### config.mk
export PLATFORM = sky130hd
export DESIGN_NAME = div_arbiter
export DESIGN_NICKNAME = d
export VERILOG_FILES = /design/src/rtl/div_arbiter.sv
export SDC_FILE = /design/constraint.sdc
export NUM_CORES = 1
export LEC_CHECK = 0
export CAP_MARGIN = 20
export CORE_MARGIN = 8
export CORE_UTILIZATION = 51
export DETAILED_ROUTE_END_ITERATION = 10
export GPL_TIMING_DRIVEN = 0
export PLACE_DENSITY = 0.95
export RECOVER_POWER = 100
export SKIP_LAST_GASP = 1
export SLEW_MARGIN = 15
export SYNTH_ARGS = -nofsm -noshare
export SYNTH_HDL_FRONTEND = slang
export SYNTH_SLANG_ARGS = --single-unit
### constraint.sdc
create_clock -name clk_i -period 9.8 [get_ports clk_i]
set_input_delay 1.47 -clock clk_i [delete_from_list [all_inputs] [get_ports clk_i]]
set_output_delay 1.47 -clock clk_i [all_outputs]
set_load 0.02 [all_outputs]
### src/rtl/div_arbiter.sv
// rtl/div_arbiter.sv - round-robin front end sharing one iterative divider core
module div_arbiter #(
  parameter int NUM_REQ        = 2,
  parameter int TIMEOUT_CYCLES = 64
) (
  input  logic                   clk_i,
  input  logic                   rst_ni,
  input  logic [NUM_REQ-1:0]     req_valid_i,
  output logic [NUM_REQ-1:0]     req_ready_o,
  input  logic [32*NUM_REQ-1:0]  req_op1_i,
  input  logic [32*NUM_REQ-1:0]  req_op2_i,
  input  logic [2*NUM_REQ-1:0]   req_op_i,
  output logic [NUM_REQ-1:0]     rsp_valid_o,
  input  logic [NUM_REQ-1:0]     rsp_ready_i,
  output logic [31:0]            rsp_data_o,
  output logic                   rsp_err_o,
  output logic                   div_start_o,
  output logic [31:0]            div_dividend_o,
  output logic [31:0]            div_divisor_o,
  input  logic                   div_valid_i,
  input  logic [31:0]            div_quotient_i,
  input  logic [31:0]            div_remainder_i
);

  localparam int IDX_W = (NUM_REQ > 2) ? 2 : 1;
  localparam int CNT_W = $clog2(TIMEOUT_CYCLES);
  localparam logic [CNT_W-1:0] CNT_MAX = CNT_W'(TIMEOUT_CYCLES - 1);

  localparam logic [1:0] OP_DIV  = 2'b00;
  localparam logic [1:0] OP_REM  = 2'b10;

  typedef enum logic [1:0] {
    S_IDLE  = 2'd0,
    S_ISSUE = 2'd1,
    S_WAIT  = 2'd2,
    S_RESP  = 2'd3
  } state_t;

  state_t state_q, state_d;

  logic [IDX_W-1:0] ptr_q;
  logic [IDX_W-1:0] grant_q;
  logic [1:0]       op_q;
  logic             op1_neg_q;
  logic             op2_neg_q;
  logic [31:0]      dividend_q;
  logic [31:0]      divisor_q;
  logic [CNT_W-1:0] cnt_q;
  logic [31:0]      data_q;
  logic             err_q;

  logic [31:0] op1_arr [NUM_REQ];
  logic [31:0] op2_arr [NUM_REQ];
  logic [1:0]  op_arr  [NUM_REQ];

  logic             found;
  logic [IDX_W-1:0] grant_idx;

  logic [31:0] sel_op1;
  logic [31:0] sel_op2;
  logic [1:0]  sel_op;
  logic        sel_signed;
  logic        sel_rem;
  logic        div_by_zero;
  logic        sgn_ovf;
  logic        bypass;
  logic [31:0] bypass_data;
  logic [31:0] mag1;
  logic [31:0] mag2;

  logic [31:0] core_sel;
  logic        core_neg;
  logic [31:0] core_data;

  logic accept;
  logic core_done;
  logic timeout_hit;
  logic rsp_done;

  // Index 'off' positions after 'base', wrapping at NUM_REQ.
  function automatic logic [IDX_W-1:0] rr_idx(input logic [IDX_W-1:0] base, input int off);
    int s;
    s = int'(base) + off;
    if (s >= NUM_REQ) s = s - NUM_REQ;
    return IDX_W'(s);
  endfunction

  // Split the packed request buses into per-requester fields.
  always_comb begin
    for (int k = 0; k < NUM_REQ; k++) begin
      op1_arr[k] = req_op1_i[32*k +: 32];
      op2_arr[k] = req_op2_i[32*k +: 32];
      op_arr[k]  = req_op_i[2*k +: 2];
    end
  end

  // Round-robin search starting just after the last granted requester.
  always_comb begin
    found     = 1'b0;
    grant_idx = '0;
    for (int i = 1; i <= NUM_REQ; i++) begin
      if (!found && req_valid_i[rr_idx(ptr_q, i)]) begin
        found     = 1'b1;
        grant_idx = rr_idx(ptr_q, i);
      end
    end
  end

  // Decode the granted request: special cases and operand magnitudes.
  always_comb begin
    sel_op1     = op1_arr[grant_idx];
    sel_op2     = op2_arr[grant_idx];
    sel_op      = op_arr[grant_idx];
    sel_signed  = ~sel_op[0];
    sel_rem     = sel_op[1];
    div_by_zero = (sel_op2 == 32'h0);
    sgn_ovf     = sel_signed && (sel_op1 == 32'h8000_0000) && (sel_op2 == 32'hFFFF_FFFF);
    bypass      = div_by_zero || sgn_ovf;
    if (div_by_zero) begin
      bypass_data = sel_rem ? sel_op1 : 32'hFFFF_FFFF;
    end else begin
      bypass_data = sel_rem ? 32'h0 : 32'h8000_0000;
    end
    mag1 = (sel_signed && sel_op1[31]) ? (~sel_op1 + 32'd1) : sel_op1;
    mag2 = (sel_signed && sel_op2[31]) ? (~sel_op2 + 32'd1) : sel_op2;
  end

  // Pick quotient or remainder from the core and restore the sign.
  always_comb begin
    core_sel = op_q[1] ? div_remainder_i : div_quotient_i;
    case (op_q)
      OP_DIV:  core_neg = op1_neg_q ^ op2_neg_q;
      OP_REM:  core_neg = op1_neg_q;
      default: core_neg = 1'b0;
    endcase
    core_data = core_neg ? (~core_sel + 32'd1) : core_sel;
  end

  // State register.
  always_ff @(posedge clk_i or negedge rst_ni) begin
    if (!rst_ni) begin
      state_q <= S_IDLE;
    end else begin
      state_q <= state_d;
    end
  end

  // Next-state logic and handshake/strobe outputs.
  always_comb begin
    state_d     = state_q;
    req_ready_o = '0;
    rsp_valid_o = '0;
    div_start_o = 1'b0;
    accept      = 1'b0;
    core_done   = 1'b0;
    timeout_hit = 1'b0;
    rsp_done    = 1'b0;
    case (state_q)
      S_IDLE: begin
        if (rst_ni && found) begin
          req_ready_o[grant_idx] = 1'b1;
          accept                 = 1'b1;
          state_d                = bypass ? S_RESP : S_ISSUE;
        end
      end
      S_ISSUE: begin
        div_start_o = 1'b1;
        state_d     = S_WAIT;
      end
      S_WAIT: begin
        if (div_valid_i) begin
          core_done = 1'b1;
          state_d   = S_RESP;
        end else if (cnt_q == CNT_MAX) begin
          timeout_hit = 1'b1;
          state_d     = S_RESP;
        end
      end
      S_RESP: begin
        rsp_valid_o[grant_q] = 1'b1;
        if (rsp_ready_i[grant_q]) begin
          rsp_done = 1'b1;
          state_d  = S_IDLE;
        end
      end
      default: state_d = S_IDLE;
    endcase
  end

  // Request capture and round-robin pointer update.
  always_ff @(posedge clk_i or negedge rst_ni) begin
    if (!rst_ni) begin
      ptr_q      <= '0;
      grant_q    <= '0;
      op_q       <= 2'b00;
      op1_neg_q  <= 1'b0;
      op2_neg_q  <= 1'b0;
      dividend_q <= 32'h0;
      divisor_q  <= 32'h0;
    end else if (accept) begin
      ptr_q      <= grant_idx;
      grant_q    <= grant_idx;
      op_q       <= sel_op;
      op1_neg_q  <= sel_signed & sel_op1[31];
      op2_neg_q  <= sel_signed & sel_op2[31];
      dividend_q <= mag1;
      divisor_q  <= mag2;
    end
  end

  // WAIT watchdog: cleared while issuing, counts every WAIT cycle.
  always_ff @(posedge clk_i or negedge rst_ni) begin
    if (!rst_ni) begin
      cnt_q <= '0;
    end else if (state_q == S_ISSUE) begin
      cnt_q <= '0;
    end else if (state_q == S_WAIT) begin
      cnt_q <= cnt_q + CNT_W'(1);
    end
  end

  // Response payload: bypass result, core result or timeout abort.
  always_ff @(posedge clk_i or negedge rst_ni) begin
    if (!rst_ni) begin
      data_q <= 32'h0;
      err_q  <= 1'b0;
    end else begin
      if (accept && bypass) begin
        data_q <= bypass_data;
        err_q  <= 1'b0;
      end
      if (core_done) begin
        data_q <= core_data;
        err_q  <= 1'b0;
      end
      if (timeout_hit) begin
        data_q <= 32'h0;
        err_q  <= 1'b1;
      end
      if (rsp_done) begin
        err_q <= 1'b0;
      end
    end
  end

  assign div_dividend_o = dividend_q;
  assign div_divisor_o  = divisor_q;
  assign rsp_data_o     = data_q;
  assign rsp_err_o      = err_q;

endmodule
# Word-level counts from Yosys, hierarchy flattened
# Cells that the tools add are included.
# op_classes
bitwise_logic	8
magnitude_cmp	9
eq_ne	10
addsub	8
reduce_logical	18
n_mux	61
# ops
op	count
$mux 32	16
$add 32x1->32 const B	3
$not 32->32	3
$eq 32x32->1 const B	2
$logic_not 32->1	1
$mux 1	28
$mux 2	11
$mux 6	2
$logic_and 1x1->1	9
$lt 1x2->1 const B	4
$pmux 2 s4	1
$add 6x1->6 const B	1
$eq 2x2->1 const B	3
$eq 6x6->1 const B	1
$ge 2x2->1 const B	2
$logic_not 2->1	2
$ne 2x2->1 const B	2
$reduce_bool 4->1	1
$add 1x2->3 const B	1
$ge 3x2->1 const B	1
$ne 3x3->1 const B	1
$reduce_and 3->1	1
$reduce_bool 3->1	1
$add 1x1->2 const B	1
12 further kinds	16
# totals
register_bits	110
word_cells	124

# Longest topological paths before layout
# Gate-level depths: netlist of the first run.
# logic_depth
ltp_word	22
depth_mapped	14
mapped_depth_nobuf	10

# Worst setup path before layout of the first run
# No wires, ideal clock.
# synth_path
path_kind	input to register
startpoint	in req_valid_i[1]
endpoint	reg data_q[22] (netlist: rsp_data_o[22])
path_slack_ns	4.478
arrival_ns	5.197
setup_ns	0.125
required_ns	9.675
n_path_buf	4
path_stages	14
path_cell_list	a21bo_2 > buf_2 > buf_2 > buf_1 > mux2i_1 > ha_1 > or4b_2 > nor4_1 > o22ai_1 > nor3b_1 > a2111oi_1 > nor2_4 > buf_6 > mux2_2
# synth_between
elab_chain_cells	16
word_cells_on_any_way	37
cone_classes	2 x eq/ne; 24 x mux; 2 x bitwise; 9 x reduce/logical
# synth_lines
item	line	text
start, declared	8	input logic [NUM_REQ-1:0] req_valid_i,
$mux 1 (implied by the code) (2 in a row)	102	if (!found && req_valid_i[rr_idx(ptr_q, i)]) begin
$mux 1	102	
$logic_not 1->1	102	
$logic_and 1x1->1	102	
$mux 1	102	
$not 1->2 (implied by the code)	111, 112, 113	
$mux 32 (implied by the code) or $mux 2 (tied branches) (3 in a row)	111, 113	
$eq 32x32->1 or $not 1->1 (tied branches)	117, 114	
$logic_and 1x1->1 (2 in a row)	117	sgn_ovf = sel_signed && (sel_op1 == 32'h8000_0000) && (sel_op2 == 32'hFFFF_FFFF);
$logic_or 1x1->1	118	bypass = div_by_zero || sgn_ovf;
$logic_and 1x1->1	228	if (accept && bypass) begin
$reduce_bool 3->1 (no line)	n/a	
end signal, assigned	229	data_q <= bypass_data;
end signal, assigned	233	data_q <= core_data;
end, declared	49	logic [31:0] data_q;
# Several ways; a longest one is shown, not always the timed one. The select of a mux whose other input is x is not followed.
# A chain may end at the register's enable or synchronous reset.

# Worst setup path in the final report of the first run
# layout_path
startpoint	in req_valid_i[1]
endpoint	out req_ready_o[0]
# layout_between
elab_chain_cells	12
word_cells_on_any_way	18
cone_classes	2 x order compare; 12 x mux; 4 x reduce/logical
# layout_lines
item	line	text
$mux 1 (implied by the code) (2 in a row)	102	
$mux 1	102	
$logic_not 1->1	102	
$logic_and 1x1->1	102	
$mux 1	102	
$lt 1x2->1 (implied by the code) or $ge 1x1->1 (tied branches)	161	req_ready_o[grant_idx] = 1'b1;
$logic_and 1x1->1 (implied by the code)	161	
$mux 1 (implied by the code)	161	
$demux 1 s1	161	
$mux 2 *	160	if (rst_ni && found) begin
$mux 2 *	158	case (state_q)
end, declared	9	output logic [NUM_REQ-1:0] req_ready_o,
# Every way passes the cells marked *; elsewhere a longest branch is shown, timed or not. The select of a mux whose other input is x is not followed.

==> results.toml, run 1 <==
[placed_design]
postPlaceCellArea_um2 = 12400
hpwl_um = 31200
gp_congestion = 0.992
pre_cts_ws_ns = 2.66
port_buffers = 304

[cells_and_area]
nFillCells = 1336
area_growth_pct = 40.2
final_cell_mix = "201 x clkdlybuf4s50_1, 122 x nand2_1, 110 x dfrtp_1"
fin_area_um2 = 12600
drive_gt1_share_pct = 6.52
nets = 1589
final_common_cell = "clkdlybuf4s50_1"

[power]
powerDensity_nw_per_um2 = 230
p_leak_nw = 5.27
ir_drop_mv = 0.146

[logic_synthesis]
syn_inst = 1060
synth_cell_types = 67
syn_avg_cell_area_um2 = 8.49
synthArstFlopShare_pct = 100
yosys_warnings = 0
yosysTopAreaCellShare_pct = 30.6
syn_nets = 1273
synthFlopType = "dfrtp_1"
synth.largest_area_cell = "dfrtp_1"
ys_seq_area_share_pct = 30.6
synth_edf_count = 0
synth_area_leaders = "dfrtp_1 31%, mux2i_1 11%, o21ai_0 5.4%"
netlist_area_um2 = 9000
synth-seq-cells = 110

[timing]
fmax_ghz = 0.119
setup_viol = 0
holdWs_ns = 0.475
slew_violations = 38
slew-limit-headroom_pct = -45.8
fin_crit_sh_pct = 85.8
finalSetupTns_ns = 0
hold_viol = 0
worst_slack_ns = 1.39
period_needed_ns = 8.41
skew_ns = 0.0105
rsz0062_at_grt = "false"
worst_slew_pin_slew_ns = 2.19

[clock_network]
cts_inserted_buffers = 9
clkLatencyLatePin_ns = 0.37
cts_tree = "built"
cts-root-to-sink-buffers = 2
clk_pin_slew_ns = 0.07
hold_buffers = 0
post_cts_resized = 0
h-tree-depth = 3
cts_num_sinks = 110
root_buffer = "clkbuf_16"
cts_setup_buffers = 0

[setup_path]
crit_path_max_fanout = 10
cp.required_ns = 8.33
crit_path_end_kind = "output port"
max_stage_delay_ns = 1.08
crit_path_top_delay_cell = "a21boi_0"
path_class = "in -> out"
start_kind = "input pin"
cp.arrival_ns = 6.94
cpMostUsedCell = "clkbuf_1"
crit_chain = "dlygate4sd3_1, a21boi_0, clkbuf_1, clkbuf_1, clkbuf_1, clkbuf_1, buf_2, nor2_1, clkdlybuf4s50_1"

[routing]
vias_per_cell = 6.44
via_count = 10300
finalWirelength_um = 39000
drtIter0Drc = 895
ant_nets = 0
drt_pass1_iterations = 6
wl_per_cell_um = 24.2
drcViolationCount = 0

[outcome]
violations = "max-capacitance violations, max-slew violations"
outcome = "finished with violations"

[floorplan]
start_util_pct = 52.0
die_h_um = 149
core_um2 = 17300
die_w_um = 149
pin_count = 305
rows = 48
die_area_um2 = 22200

[grt]
gr-total-overflow = 0
grt_start_max_net_pins = 76
grt_pass1_vias = 10400
grt_usage_pct = 34.0
grt_pass1_wl_um = 58600
antenna_found_initial = 5

[flow_run]
cap_violations = 1

[min_path]
hold_path.class = "reg -> reg"
[synthesized netlist by cell type (4+ instances only)]
master      n
nor4b_1     5
dfrtp_1   110
or3_1      21
or2_2       6
nand4_1    18
a31oi_1    10
inv_1       8
nor3b_1    10
or4_1      15
nor2b_1     4
a21o_1      5
and2_1      6
nand3_1     9
buf_1       9
xnor2_1    50
buf_6       4
a211oi_1    9
o22ai_1     5
o21a_1      6
xor2_1     38
mux2_2     40
o21ai_0    97
and3_1     13
mux2i_1    95
buf_2      16
ha_1       10
o31ai_1    19
a221oi_1   21
a21oi_1    40
clkbuf_1   32
nor3_1     55
nand2_1   122
nor2_1     66
nor4_1     23
nand2b_1   11
[logic make-up (layout without fill, tap and decap cells)]
kind of cell | count (synthesis) | after routing | share of synthesized area (%)
muxes | 138 | 138 | 15.9
buffers and inverters | 69 | 390 | 3.43
adders and majority gates | 10 | 10 | 1.39
AOI/OAI and AO/OA | 246 | 246 | 17.5
xor gates and xnor gates | 88 | 88 | 8.56
and+or+nand+nor | 399 | 399 | 22.6
other | 0 | 1 | 0
DFF | 110 | 110 | 30.6
[worst paths after layout]
path	end	start	slack, ns	cells after the start
worst max-delay path	req_ready_o[0]	req_valid_i[1]	1.39	9
worst min-delay path	div_divisor_o[24]	div_divisor_o[24]	0.47	2
worst max register to register	rsp_data_o[13]	grant_q	3.45	12
worst min register to register	div_divisor_o[24]	div_divisor_o[24]	0.47	2
max in group asynchronous	op_q[1]	rst_ni	6.80	2
min in group asynchronous	div_divisor_o[23]	rst_ni	1.75	1
[stage by stage]
| step | util [%] | total power [mW] | instances |
|---|---|---|---|
| finish | 72.9 | 2.90 | 1607 |
| global route | 72.9 | 3.04 | 1606 |
| CTS | 73.2 | 2.96 | 1606 |
| detailed placement | 71.4 | 2.57 | 1590 |
| global placement | 71.3 | 2.53 | 1589 |
| floorplan | - | 1.78 | 1060 |
[flip-flops by register name, summed over array words and instances, names as in the netlist]
register / flops
rsp_data_o: 32
cnt_q: 6
op2_neg_q: 1
op1_neg_q: 1
rsp_err_o: 1
div_divisor_o: 32
op_q: 2
state_q: 2
grant_q: 1
div_dividend_o: 32
[metal layers]
| metal | vias up | share of wire, % | wire, µm | track usage [%] |
|---|---|---|---|---|
| met5 | - | 0.14 | 53 | 0 |
| met4 | 8 | 4.7 | 1830 | 16.8 |
| met3 | 144 | 11 | 4440 | 9.10 |
| met2 | 739 | 47 | 18400 | 57.5 |
| met1 | 4883 | 37 | 14200 | 39.3 |
| li1 | 4575 | - | - | - |
[power by group]
group          leakage (nW)  switching [mW]  internal, mW  total [mW]
Sequential             1.42           0.132         0.655       0.787
Combinational          3.71            1.00         0.719        1.72
Clock                 0.145           0.189         0.201       0.390
Total                  5.27            1.32          1.58        2.90
[cell type report]
cell class	count	area (µm²)	area share, %
clock inverters	6	71.3	0.565
plain buffers	61	250	1.98
inverters	8	30.0	0.238
multi-input cells	881	5940	47.0
diodes	1	2.50	0.0198
repair buffers	305	3060	24.3
clock buffers	10	229	1.81
well taps	225	282	2.23
flip-flops and latches	110	2750	21.8
[critical path, delay by kind of cell]
| kind | cells | cell delay [ns] |
|---|---|---|
| AO/OA/AOI/OAI | 1 | 1.08 |
| AND/OR/NAND/NOR | 1 | 0.09 |
| buffers and inverters | 7 | 4.29 |
(Power assumes the default switching activity.)
==> run 2, diff against run 1 <==
--- a/config.mk
+++ b/config.mk
@@ -6,6 +6,7 @@
 export NUM_CORES = 1
 export LEC_CHECK = 0
 export CAP_MARGIN = 20
+export CORE_ASPECT_RATIO = 1.25
 export CORE_MARGIN = 8
 export CORE_UTILIZATION = 51
 export DETAILED_ROUTE_END_ITERATION = 10
==> results.toml, run 2 (synthesized netlist as in run 1, its figures left out) <==
[cells_and_area]
nFillCells = 1374
multi_input_area_um2 = 5940
final-seq-area_um2 = 2750
area_growth_pct = 40.1
drive_gt1_share_pct = 6.44
final_cell_mix = "201 x clkdlybuf4s50_1, 122 x nand2_1, 110 x dfrtp_1"
nets = 1589
final_common_cell = "clkdlybuf4s50_1"
final_cells = 1608

[placed_design]
gp_congestion = 1.01
hpwl_um = 32500
dp.cells = 1589
port_buffers = 304

[timing]
fin_crit_sh_pct = 85.8
slew_violations = 33
holdWs_ns = 0.477
setup_viol = 0
worst_slew_pin_slew_ns = 2.02
skew_ns = 0.00962
finalSetupTns_ns = 0
hold_viol = 0
slew-limit-headroom_pct = -34.4
period_needed_ns = 8.41
rsz0062_at_grt = "false"
fmax_ghz = 0.119

[outcome]
violations = "max-capacitance violations, max-slew violations"
outcome = "finished with violations"

[floorplan]
core_um2 = 17400
pin_count = 305
die_area_um2 = 22200
start_util_pct = 51.8
die_w_um = 135
die_h_um = 165
rows = 54

[clock_network]
cts_tree = "built"
hold_buffers = 0
post_cts_resized = 0
h-tree-depth = 3
root_buffer = "clkbuf_16"
clkLatencyLatePin_ns = 0.36
cts_inserted_buffers = 9
cts_setup_buffers = 0
cts_num_sinks = 110
clk_pin_slew_ns = 0.08
cts-root-to-sink-buffers = 2

[setup_path]
start_kind = "input pin"
crit_start = "req_valid_i[1]"
reg2reg_slack_ns = 3.35
cp.required_ns = 8.33
r2r_cells = 12
crit_path_max_fanout = 10
endpoint = "req_ready_o[0]"
rr_startpoint = "grant_q"
timing.rr.end = "rsp_data_o[14]"
path_class = "in -> out"
cp.arrival_ns = 6.94
crit_path_end_kind = "output port"

[min_path]
hold_path.class = "reg -> reg"

[routing]
drtIter0Drc = 1010
vias_per_cell = 6.52
drcViolationCount = 0
ant_nets = 0
wl_per_cell_um = 25.0
via_count = 10500
drt_pass1_iterations = 6
finalWirelength_um = 40200

[flow_run]
cap_violations = 2

[grt]
grt_pass1_wl_um = 59800
grt_usage_pct = 34.9
grt_pass1_vias = 10700
grt_start_max_net_pins = 81
gr-total-overflow = 0
antenna_found_initial = 2

[power]
p_leak_nw = 5.28
powerDensity_nw_per_um2 = 229
power_mw = 2.89
ir_drop_mv = 0.117
-- run 2: per-layer routing --
layer,vias to the layer above,part of all wire (%),global-route usage [%],wire [µm]
met3,207,12,9.56,4650
met2,803,48,60.3,19300
met1,4879,34,37.3,13600
met4,4,6.5,21.6,2620
li1,4593,-,-,-
met5,-,0.057,0,23
-- run 2: final cells by class --
cell class	count	share of cell area, %
Tap cell	224	2.22
Clock buffer	10	1.90
Inverter	8	0.238
Clock inverter	6	0.407
Sequential cell	110	21.8
Timing Repair Buffer	305	24.3
Multi-Input combinational cell	881	47.1
Antenna cell	3	0.0595
Buffer	61	1.98
-- run 2: worst min-delay path by stage --
| stage | depth (start not counted) | startpoint | end | slack [ns] |
|---|---|---|---|---|
| finish | 2 | div_divisor_o[15] | div_divisor_o[15] | 0.48 |
| detailed placement | 2 | div_divisor_o[22] | div_divisor_o[22] | 0.47 |
| global route | 2 | div_divisor_o[28] | div_divisor_o[28] | 0.49 |
| CTS | 2 | div_divisor_o[22] | div_divisor_o[22] | 0.49 |
| floorplan | 2 | op2_neg_q | op2_neg_q | 0.44 |
| global placement | 2 | div_divisor_o[15] | div_divisor_o[15] | 0.46 |
-- run 2: critical path: stages --
cell and delay, ns:
dlygate4sd3_1 0.59, a21boi_0 1.16, clkbuf_1 0.69, clkbuf_1 0.68, clkbuf_1 0.49, clkbuf_1 0.71
buf_2 0.47, nor2_1 0.10, clkdlybuf4s50_1 0.56
-- run 2: power breakdown --
part	internal [mW]	switching (mW)	total, mW	leakage [nW]
combinational	0.718	1.01	1.73	3.71
sequential	0.655	0.136	0.791	1.42
clock	0.184	0.189	0.373	0.145
-- run 2: stage by stage --
stage	util (%)	setup WS (ns)	instance area [µm²]
2_1_floorplan	-	4.48	9000
3_3_place_gp	71.0	-0.521	12300
3_5_place_dp	71.1	2.60	12400
4_1_cts	72.8	2.98	12600
5_1_grt	72.6	1.36	12600
6_report	72.6	1.39	12600
